<file path="src/rtl/match_ctrl_if.sv">
// match_ctrl_if
//   Bundles the game-side signals of the match sequencer.
//   slave  : match_ctrl side (consumes tick/start/scores, drives controls)
//   master : game/testbench side
//   tick      game-tick enable, one clk wide
//   start     debounced start button level
//   score_p1  player 1 score (4 bit)
//   score_p2  player 2 score (4 bit)
//   serve     one-cycle ball launch pulse
//   run       ball in play
//   score_clr one-cycle score clear pulse
//   blank     scoreboard blank (blinks in OVER)
//   winner    00 none, 01 p1, 10 p2
//   state     current sequencer state code
interface match_ctrl_if;
  logic       tick;
  logic       start;
  logic [3:0] score_p1;
  logic [3:0] score_p2;
  logic       serve;
  logic       run;
  logic       score_clr;
  logic       blank;
  logic [1:0] winner;
  logic [2:0] state;

  modport slave (
    input  tick, start, score_p1, score_p2,
    output serve, run, score_clr, blank, winner, state
  );

  modport master (
    output tick, start, score_p1, score_p2,
    input  serve, run, score_clr, blank, winner, state
  );
endinterface

</file>
<file path="src/rtl/match_ctrl.sv">
// match_ctrl
//   Match-level sequencer for the pong datapath: serve countdown, point
//   detection, post-point pause and winner/blink handling.
//   clk   system clock (12 MHz)
//   reset synchronous, active-high
//   bus   match_ctrl_if.slave (tick, start, scores in; controls out)
//
//   state  | meaning
//   -------+---------------------------------------------
//   IDLE   | waiting for first start edge
//   SERVE  | counting SERVE_TICKS before launching ball
//   RALLY  | ball in play, watching for score change
//   POINT  | pause of POINT_TICKS, then win check
//   OVER   | winner declared, scoreboard blinks
module match_ctrl #(
  parameter int SERVE_TICKS = 1000,
  parameter int POINT_TICKS = 500,
  parameter int WIN_SCORE   = 9,
  parameter int BLINK_TICKS = 250
) (
  input  logic         clk,
  input  logic         reset,
  match_ctrl_if.slave  bus
);

  typedef enum logic [2:0] {
    S_IDLE  = 3'd0,
    S_SERVE = 3'd1,
    S_RALLY = 3'd2,
    S_POINT = 3'd3,
    S_OVER  = 3'd4
  } state_t;

  localparam logic [15:0] SERVE_LD = 16'(SERVE_TICKS);
  localparam logic [15:0] POINT_LD = 16'(POINT_TICKS);
  localparam logic [15:0] BLINK_LD = 16'(BLINK_TICKS);
  localparam logic [3:0]  WIN      = 4'(WIN_SCORE);

  state_t      state_q, state_d;
  logic [15:0] cnt_q, cnt_d;
  logic        start_q;
  logic [3:0]  s1_q, s1_d;
  logic [3:0]  s2_q, s2_d;
  logic        serve_q, serve_d;
  logic        run_q, run_d;
  logic        score_clr_q, score_clr_d;
  logic        blank_q, blank_d;
  logic [1:0]  winner_q, winner_d;

  logic start_rise;
  logic tick_done;

  assign start_rise = bus.start & ~start_q;
  assign tick_done  = bus.tick && (cnt_q == 16'd1);

  always_comb begin
    state_d     = state_q;
    winner_d    = winner_q;
    blank_d     = 1'b0;
    score_clr_d = 1'b0;
    cnt_d       = (bus.tick && cnt_q != 16'd0) ? cnt_q - 16'd1 : cnt_q;
    // baseline freezes only while the ball is in play
    s1_d        = (state_q == S_RALLY) ? s1_q : bus.score_p1;
    s2_d        = (state_q == S_RALLY) ? s2_q : bus.score_p2;

    case (state_q)
      S_IDLE: begin
        if (start_rise) begin
          state_d     = S_SERVE;
          score_clr_d = 1'b1;
          winner_d    = 2'b00;
          cnt_d       = SERVE_LD;
        end
      end
      S_SERVE: begin
        if (tick_done) state_d = S_RALLY;
      end
      S_RALLY: begin
        // inequality so a 15->0 wrap still counts as a point
        if (bus.score_p1 != s1_q || bus.score_p2 != s2_q) begin
          state_d = S_POINT;
          cnt_d   = POINT_LD;
        end
      end
      S_POINT: begin
        if (tick_done) begin
          if (bus.score_p1 >= WIN) begin
            state_d  = S_OVER;
            winner_d = 2'b01;
            cnt_d    = BLINK_LD;
          end else if (bus.score_p2 >= WIN) begin
            state_d  = S_OVER;
            winner_d = 2'b10;
            cnt_d    = BLINK_LD;
          end else begin
            state_d = S_SERVE;
            cnt_d   = SERVE_LD;
          end
        end
      end
      S_OVER: begin
        blank_d = blank_q;
        // a restart takes priority over a coincident blink reload
        if (start_rise) begin
          state_d     = S_SERVE;
          score_clr_d = 1'b1;
          winner_d    = 2'b00;
          cnt_d       = SERVE_LD;
          blank_d     = 1'b0;
        end else if (tick_done) begin
          blank_d = ~blank_q;
          cnt_d   = BLINK_LD;
        end
      end
      default: state_d = S_IDLE;
    endcase

    run_d   = (state_d == S_RALLY);
    serve_d = (state_d == S_RALLY) && (state_q != S_RALLY);
  end

  always_ff @(posedge clk) begin
    if (reset) begin
      state_q     <= S_IDLE;
      cnt_q       <= 16'd0;
      start_q     <= 1'b0;
      s1_q        <= 4'd0;
      s2_q        <= 4'd0;
      serve_q     <= 1'b0;
      run_q       <= 1'b0;
      score_clr_q <= 1'b0;
      blank_q     <= 1'b0;
      winner_q    <= 2'b00;
    end else begin
      state_q     <= state_d;
      cnt_q       <= cnt_d;
      start_q     <= bus.start;
      s1_q        <= s1_d;
      s2_q        <= s2_d;
      serve_q     <= serve_d;
      run_q       <= run_d;
      score_clr_q <= score_clr_d;
      blank_q     <= blank_d;
      winner_q    <= winner_d;
    end
  end

  assign bus.state     = state_q;
  assign bus.serve     = serve_q;
  assign bus.run       = run_q;
  assign bus.score_clr = score_clr_q;
  assign bus.blank     = blank_q;
  assign bus.winner    = winner_q;

endmodule

</file>
<file path="src/flat_wrapper.sv">
// flat-port wrapper written by rule: the top's interface ports become plain ports
module match_ctrl_flat 
#(
  parameter int SERVE_TICKS = 1000,
  parameter int POINT_TICKS = 500,
  parameter int WIN_SCORE   = 9,
  parameter int BLINK_TICKS = 250
)
  (clk, reset, bus_tick, bus_start, bus_score_p1, bus_score_p2, bus_serve, bus_run, bus_score_clr, bus_blank, bus_winner, bus_state);
  match_ctrl_if bus_i ();
  input  logic clk;
  input  logic reset;
  input wire logic [$bits(bus_i.tick)-1:0] bus_tick;
  input wire logic [$bits(bus_i.start)-1:0] bus_start;
  input wire logic [$bits(bus_i.score_p1)-1:0] bus_score_p1;
  input wire logic [$bits(bus_i.score_p2)-1:0] bus_score_p2;
  output wire logic [$bits(bus_i.serve)-1:0] bus_serve;
  output wire logic [$bits(bus_i.run)-1:0] bus_run;
  output wire logic [$bits(bus_i.score_clr)-1:0] bus_score_clr;
  output wire logic [$bits(bus_i.blank)-1:0] bus_blank;
  output wire logic [$bits(bus_i.winner)-1:0] bus_winner;
  output wire logic [$bits(bus_i.state)-1:0] bus_state;
  assign bus_i.tick = bus_tick;
  assign bus_i.start = bus_start;
  assign bus_i.score_p1 = bus_score_p1;
  assign bus_i.score_p2 = bus_score_p2;
  assign bus_serve = bus_i.serve;
  assign bus_run = bus_i.run;
  assign bus_score_clr = bus_i.score_clr;
  assign bus_blank = bus_i.blank;
  assign bus_winner = bus_i.winner;
  assign bus_state = bus_i.state;
  match_ctrl #(.SERVE_TICKS(SERVE_TICKS), .POINT_TICKS(POINT_TICKS), .WIN_SCORE(WIN_SCORE), .BLINK_TICKS(BLINK_TICKS)) u_core (.clk(clk), .reset(reset), .bus(bus_i));
endmodule
</file>
<file path="config.mk">
export PLATFORM = sky130hd
export DESIGN_NAME = match_ctrl_flat
export DESIGN_NICKNAME = d
export VERILOG_FILES = /design/src/rtl/match_ctrl_if.sv /design/src/rtl/match_ctrl.sv /design/src/flat_wrapper.sv
export SDC_FILE = /design/constraint.sdc
export NUM_CORES = 1
export LEC_CHECK = 0
export ABC_AREA = 0
export CAP_MARGIN = 10
export CELL_PAD_IN_SITES_DETAIL_PLACEMENT = 1
export CELL_PAD_IN_SITES_GLOBAL_PLACEMENT = 1
export CORE_ASPECT_RATIO = 1.1
export CORE_MARGIN = 4
export CORE_UTILIZATION = 42
export CTS_CLUSTER_SIZE = 40
export DETAILED_ROUTE_END_ITERATION = 12
export PLACE_DENSITY = 0.87
export SETUP_SLACK_MARGIN = 0.2
export SLEW_MARGIN = 25
export SYNTH_ARGS = -nofsm -noshare
export SYNTH_HDL_FRONTEND = slang
export SYNTH_SLANG_ARGS = --single-unit
</file>
<file path="constraint.sdc">
create_clock -name clk -period 2.15 [get_ports clk]
set_clock_uncertainty 0.05 [all_clocks]
set_input_delay 0.43 -clock clk [delete_from_list [all_inputs] [get_ports clk]]
set_output_delay 0.43 -clock clk [all_outputs]
set_load 0.01 [all_outputs]
</file>
### After elaboration in Yosys (flattened, before gate mapping)

Index checks and enable logic that the tools add are counted.

| word-level totals | value |
|---|---|
| output and inout bits | 9 |
| flip-flop bits (word level) | 34 |
| input bits | 12 |
| logic and storage cells | 63 |

| operators by class | value |
|---|---|
| magnitude comparators | 2 |
| reductions and logical operators | 11 |
| mux-type cells | 22 |
| bitwise gates (word level) | 5 |
| add/subtract/negate cells | 1 |
| eq/ne operators | 12 |

Operator list:

| cell | count |
|---|---|
| two-way mux 16 bit | 7 |
| one-hot mux 16 bit (4 select lines) | 1 |
| two-way mux 3 bit | 6 |
| == test 16 x 1 -> 1 bit, second input constant | 1 |
| nonzero test 16 bit | 1 |
| subtractor 16 x 1 -> 16 bit, second input constant | 1 |
| one-hot mux 3 bit (4 select lines) | 1 |
| two-way mux 10 bit | 1 |
| == test 3 x 2 -> 1 bit, second input constant | 3 |
| greater-or-equal comparator 4 bit, second input constant | 2 |
| two-way mux 2 bit | 4 |
| != test 4 bit | 2 |
| != test 2 x 1 -> 1 bit, second input constant | 2 |
| NOT 1 bit | 4 |
| one-hot mux 2 bit (2 select lines) | 1 |
| AND reduction 4 bit | 1 |
| OR reduction 2 bit | 2 |
| == test 3 x 1 -> 1 bit, second input constant | 1 |
| == test 3 bit, second input constant | 1 |
| logical AND 1 bit | 3 |
| logical NOT 3 bit | 1 |
| != test 3 x 1 -> 1 bit, second input constant | 1 |
| != test 3 x 2 -> 1 bit, second input constant | 1 |
| OR reduction 3 bit | 1 |
| other kinds (4) | 4 |

### Longest topological paths before layout

| logic depth | value |
|---|---|
| depth in word-level cells | 7 |
| depth in mapped cells | 8 |
| gate-level depth less buffers | 7 |

### Worst setup path before layout

OpenSTA, ideal clock, no wires.

| timing path | value |
|---|---|
| path kind | flip-flop to flip-flop |
| from | reg u_core.cnt_q[0] |
| to | reg u_core.winner_q[1] (netlist: u_core.bus.winner[1]) |
| required time | 2.033 ns |
| setup time | 0.067 ns |
| stages on the path, launching flop included | 7 |
| period minus slack after synthesis | 1.850 ns |
| data arrival time | 1.733 ns |
| path buffers | 0 |
| slack | 0.300 ns |
| cell sequence | dfxtp_1 ha_1 nor4b_1 nand4_2 or3_4 or2_1 a21oi_2 |

| between the ends | value |
|---|---|
| word-level cells in the longest chain between the ends | 4 |

RTL lines:

| element | RTL line | source |
|---|---|---|
| start, declared | match_ctrl.sv:40 | `logic [15:0] cnt_q, cnt_d;` |
| start signal, assigned | match_ctrl.sv:136 | `cnt_q <= cnt_d;` |
| == test 16 x 1 -> 1 bit | match_ctrl.sv:54 | `assign tick_done = bus.tick && (cnt_q == 16'd1);` |
| logical AND 1 bit | match_ctrl.sv:54 |  |
| != test 2 x 1 -> 1 bit (no source line) | n/a |  |
| AND reduction 4 bit (no source line) | n/a |  |
| end signal, assigned | match_ctrl.sv:144 | `winner_q <= winner_d;` |
| end, declared | match_ctrl.sv:48 | `logic [1:0] winner_q, winner_d;` |

No other way between the ends.
A chain may end at the register's enable or synchronous reset.

### Worst setup path in the final report

| timing path | value |
|---|---|
| from | in bus_score_p2[1] |
| to | reg u_core.state_q[0] (netlist: u_core.bus.state[0]) |

| between the ends | value |
|---|---|
| word-level cells in the longest chain between the ends | 5 |
| elaborated cells between the ends (all ways) | 8 |
| those cells by class | order compare: 1; eq/ne: 1; mux: 5; reduce/logical: 1 |

RTL lines:

| element | RTL line | source |
|---|---|---|
| start, declared | flat_wrapper.sv:16 | `input wire logic [$bits(bus_i.score_p2)-1:0] bus_score_p2;` |
| greater-or-equal comparator 4 bit | match_ctrl.sv:91 | `end else if (bus.score_p2 >= WIN) begin` |
| two-way mux 3 bit | match_ctrl.sv:91 |  |
| two-way mux 3 bit | match_ctrl.sv:87 | `if (bus.score_p1 >= WIN) begin` |
| two-way mux 3 bit | match_ctrl.sv:86 | `if (tick_done) begin` |
| one-hot mux 3 bit (4 select lines) * | match_ctrl.sv:66 | `case (state_q)` |
| end signal, assigned | match_ctrl.sv:135 | `state_q <= state_d;` |
| end, declared | match_ctrl.sv:39 | `state_t state_q, state_d;` |

Every way passes the cells marked *; elsewhere a longest branch is shown, timed or not.

==> impl_metrics.yaml <==
power_and_ir_drop:
  power.leakage_nw: 0.901
  powerDensity_nw_per_um2: 748
  vdd_drop_max_uv: 458
routing:
  first_pass_iters: 4
  wl_um: 5030
  drcViolationCount: 0
  wl_per_cell_um: 17.5
  vias: 1642
  final_antenna_net_count: 0
  vias_per_cell: 5.72
  drtIter0Drc: 86
cts:
  clock-sinks: 34
  cts_buffer_depth: 2
  clkTransAtPathRegs_ns: 0.07
  clock_latency_ns: 0.29
  cts_made_buffers: 5
  cts-htree-levels: 2
  cts_tree: "yes"
  clockRootBuffer: "clkbuf_8"
  cts_hold_buf: 0
grt:
  antenna_found_initial: 0
  grt_max_degree: 16
  grt_pass1_vias: 1707
  groute.usage.overall_pct: 18.5
  use_met1_pct: 21.4
  grt_busiest_layer: "met2"
  overflow: 0
  grt_pass1_wl_um: 8000
  met3_usage_pct: 4.23
  use_met2_pct: 32.6
sta:
  fmax_mhz: 518
  tightest_slew_ns: 0.548
  setup_tns_ns: 0
  fin_crit_sh_pct: 89.9
  relSlewSlack_pct: 63.2
  rsz0062_at_grt: "yes"
  hold_viol: 0
  fin_crit_ns: 1.93
  setup_viol: 0
  slew_violations: 0
floorplanning:
  rows: 24
  io_pins: 21
  die_x_um: 69.8
  core_um2: 3990
  die_area_um2: 5300
  chipHeight_um: 76.0
  start_util_pct: 44.1
synthesis:
  netlist_instances: 197
  synth-edff-count: 0
  synth_warnings: 0
  synthDistinctLibCells: 44
  yosysSeqAreaShare_pct: 38.6
  ys_seq_elements: 34
  synth_commonest_cells: "34 x dfxtp_1, 30 x nor2_1, 12 x xnor2_1, 10 x a21oi_1, 10 x xor2_1"
  synth.most_common_cell: "dfxtp_1"
  ys_top_cells_by_area: "dfxtp_1 39%, nor2_1 6.4%, xnor2_1 6.0%"
  yosys_most_used_dff: "dfxtp_1"
  async_flop_share_pct: 0
  netlist.area_leader.share_pct: 38.6
  syn_avg_cell_area_um2: 8.95
  syn_nets: 211
  synth_area_um2: 1760
  synth_area_leader_cell: "dfxtp_1"
setup_path:
  cp_data_required_time_ns: 2.33
  crit_path_start: "bus_score_p2[1]"
  crit_type: "primary input to register"
  start_kind: "primary input"
  crit_arrival_ns: 2.11
  cp_max_fo: 3
  end_kind: "register"
  r2r_slack_ns: 0.28
  reg2reg_from: "u_core.cnt_q[9]"
hold_path:
  hold_start: "bus_score_p1[0]"
  hold_path_class: "primary input to register"
placed_design:
  place_area_um2: 2120
  hpwl_um: 3250
  routabilityCongestion: 0.908
  port_buffers: 20
outcome:
  status: "finished clean"
layout:
  area_growth_pct: 34.6
  drive_above_1_share_pct: 23.0
  fin_area_um2: 2370
  n_antenna_cell: 0
  final_nets: 248
run:
  max-cap-violations: 0
[worst paths after layout]
path,cells past startpoint,endpoint
worst min register to register,2,u_core.bus.winner[0]
worst max register to register,5,u_core.bus.winner[1]
worst min-delay path,3,u_core.s1_q[0]
worst max-delay path,6,u_core.bus.state[0]
[cell families after synthesis]
family | share of synthesized area [%]
buffers and inverters | 3.34
and+or+nand+nor | 29.5
xor gates and xnor gates | 10.9
AOI/OAI and AO/OA | 11.1
adders and majority gates | 1.42
DFF | 38.6
muxes | 5.11
[per-stage QoR]
step,power [mW],std cells,utilization [%],hold WS (ns),worst slack (ns)
after global placement,1.20,278,53.2,0.423,-0.138
after floorplan,1.05,197,-,0.435,0.300
after CTS,1.74,287,56.5,0.442,0.210
final,1.77,287,59.4,0.442,0.218
after global routing,1.88,287,59.4,0.462,0.123
after detailed placement,1.21,278,53.2,0.421,-0.152
[registers in the layout, indices dropped and copies added (netlist names)]
register / count
u_core.bus.state: 3
u_core.bus.winner: 2
u_core.bus.score_clr: 1
u_core.bus.serve: 1
u_core.s1_q: 4
u_core.cnt_q: 16
u_core.bus.run: 1
u_core.start_q: 1
u_core.bus.blank: 1
u_core.s2_q: 4
[layer usage]
layer | vias to the layer above | part of all wire [%]
met2 | 33 | 53
met4 | 0 | 2.6
met1 | 816 | 42
li1 | 781 | -
met3 | 12 | 3.2
met5 | - | 0
[layout by cell type, fill, tap and decap left out, drive strengths merged, types with 3 or more instances in the layout]
cell type / instances
clkdlybuf4s50: 13
xnor2: 12
nor4b: 4
buf: 18
nor2b: 3
a31oi: 5
nor3: 7
inv: 6
xor2: 10
nand3: 7
dfxtp: 34
nor4: 4
or3: 4
mux2i: 9
nor3b: 3
nand2: 6
nand4: 7
clkbuf: 6
a21oi: 11
nor2: 30
o21ai: 5
dlymetal6s2s: 6
[worst max-delay path, stage by stage]
cell	delay [ns]
clkdlybuf4s50_1	0.46
or3_4	0.41
a21oi_4	0.18
a21oi_4	0.08
o311ai_4	0.35
nor2b_2	0.21
[what timing repair did]
item	in CTS	in global routing
gates resized for setup	6	27
pin swaps	2	8
endpoints found under the hold margin	0	0
setup buffers	1	0
setup endpoints to repair	14	18
[report_power, final]
| group | switching (mW) | internal (mW) | total (mW) |
|---|---|---|---|
| logic | 0.262 | 0.239 | 0.501 |
| clock network | 0.247 | 0.257 | 0.504 |
| registers | 0.0868 | 0.682 | 0.769 |
| total | 0.595 | 1.18 | 1.77 |
[area by class of cell]
class                   instances  area (µm²)
multi-input cells             149        1150
fillers                       462        1620
well taps                      52        65.1
clock buffers                   6        82.6
flip-flops and latches         34         683
inverters                       6        22.5
clock inverters                 2        12.5
repair buffers                 38         357
(Power assumes the default switching activity.)
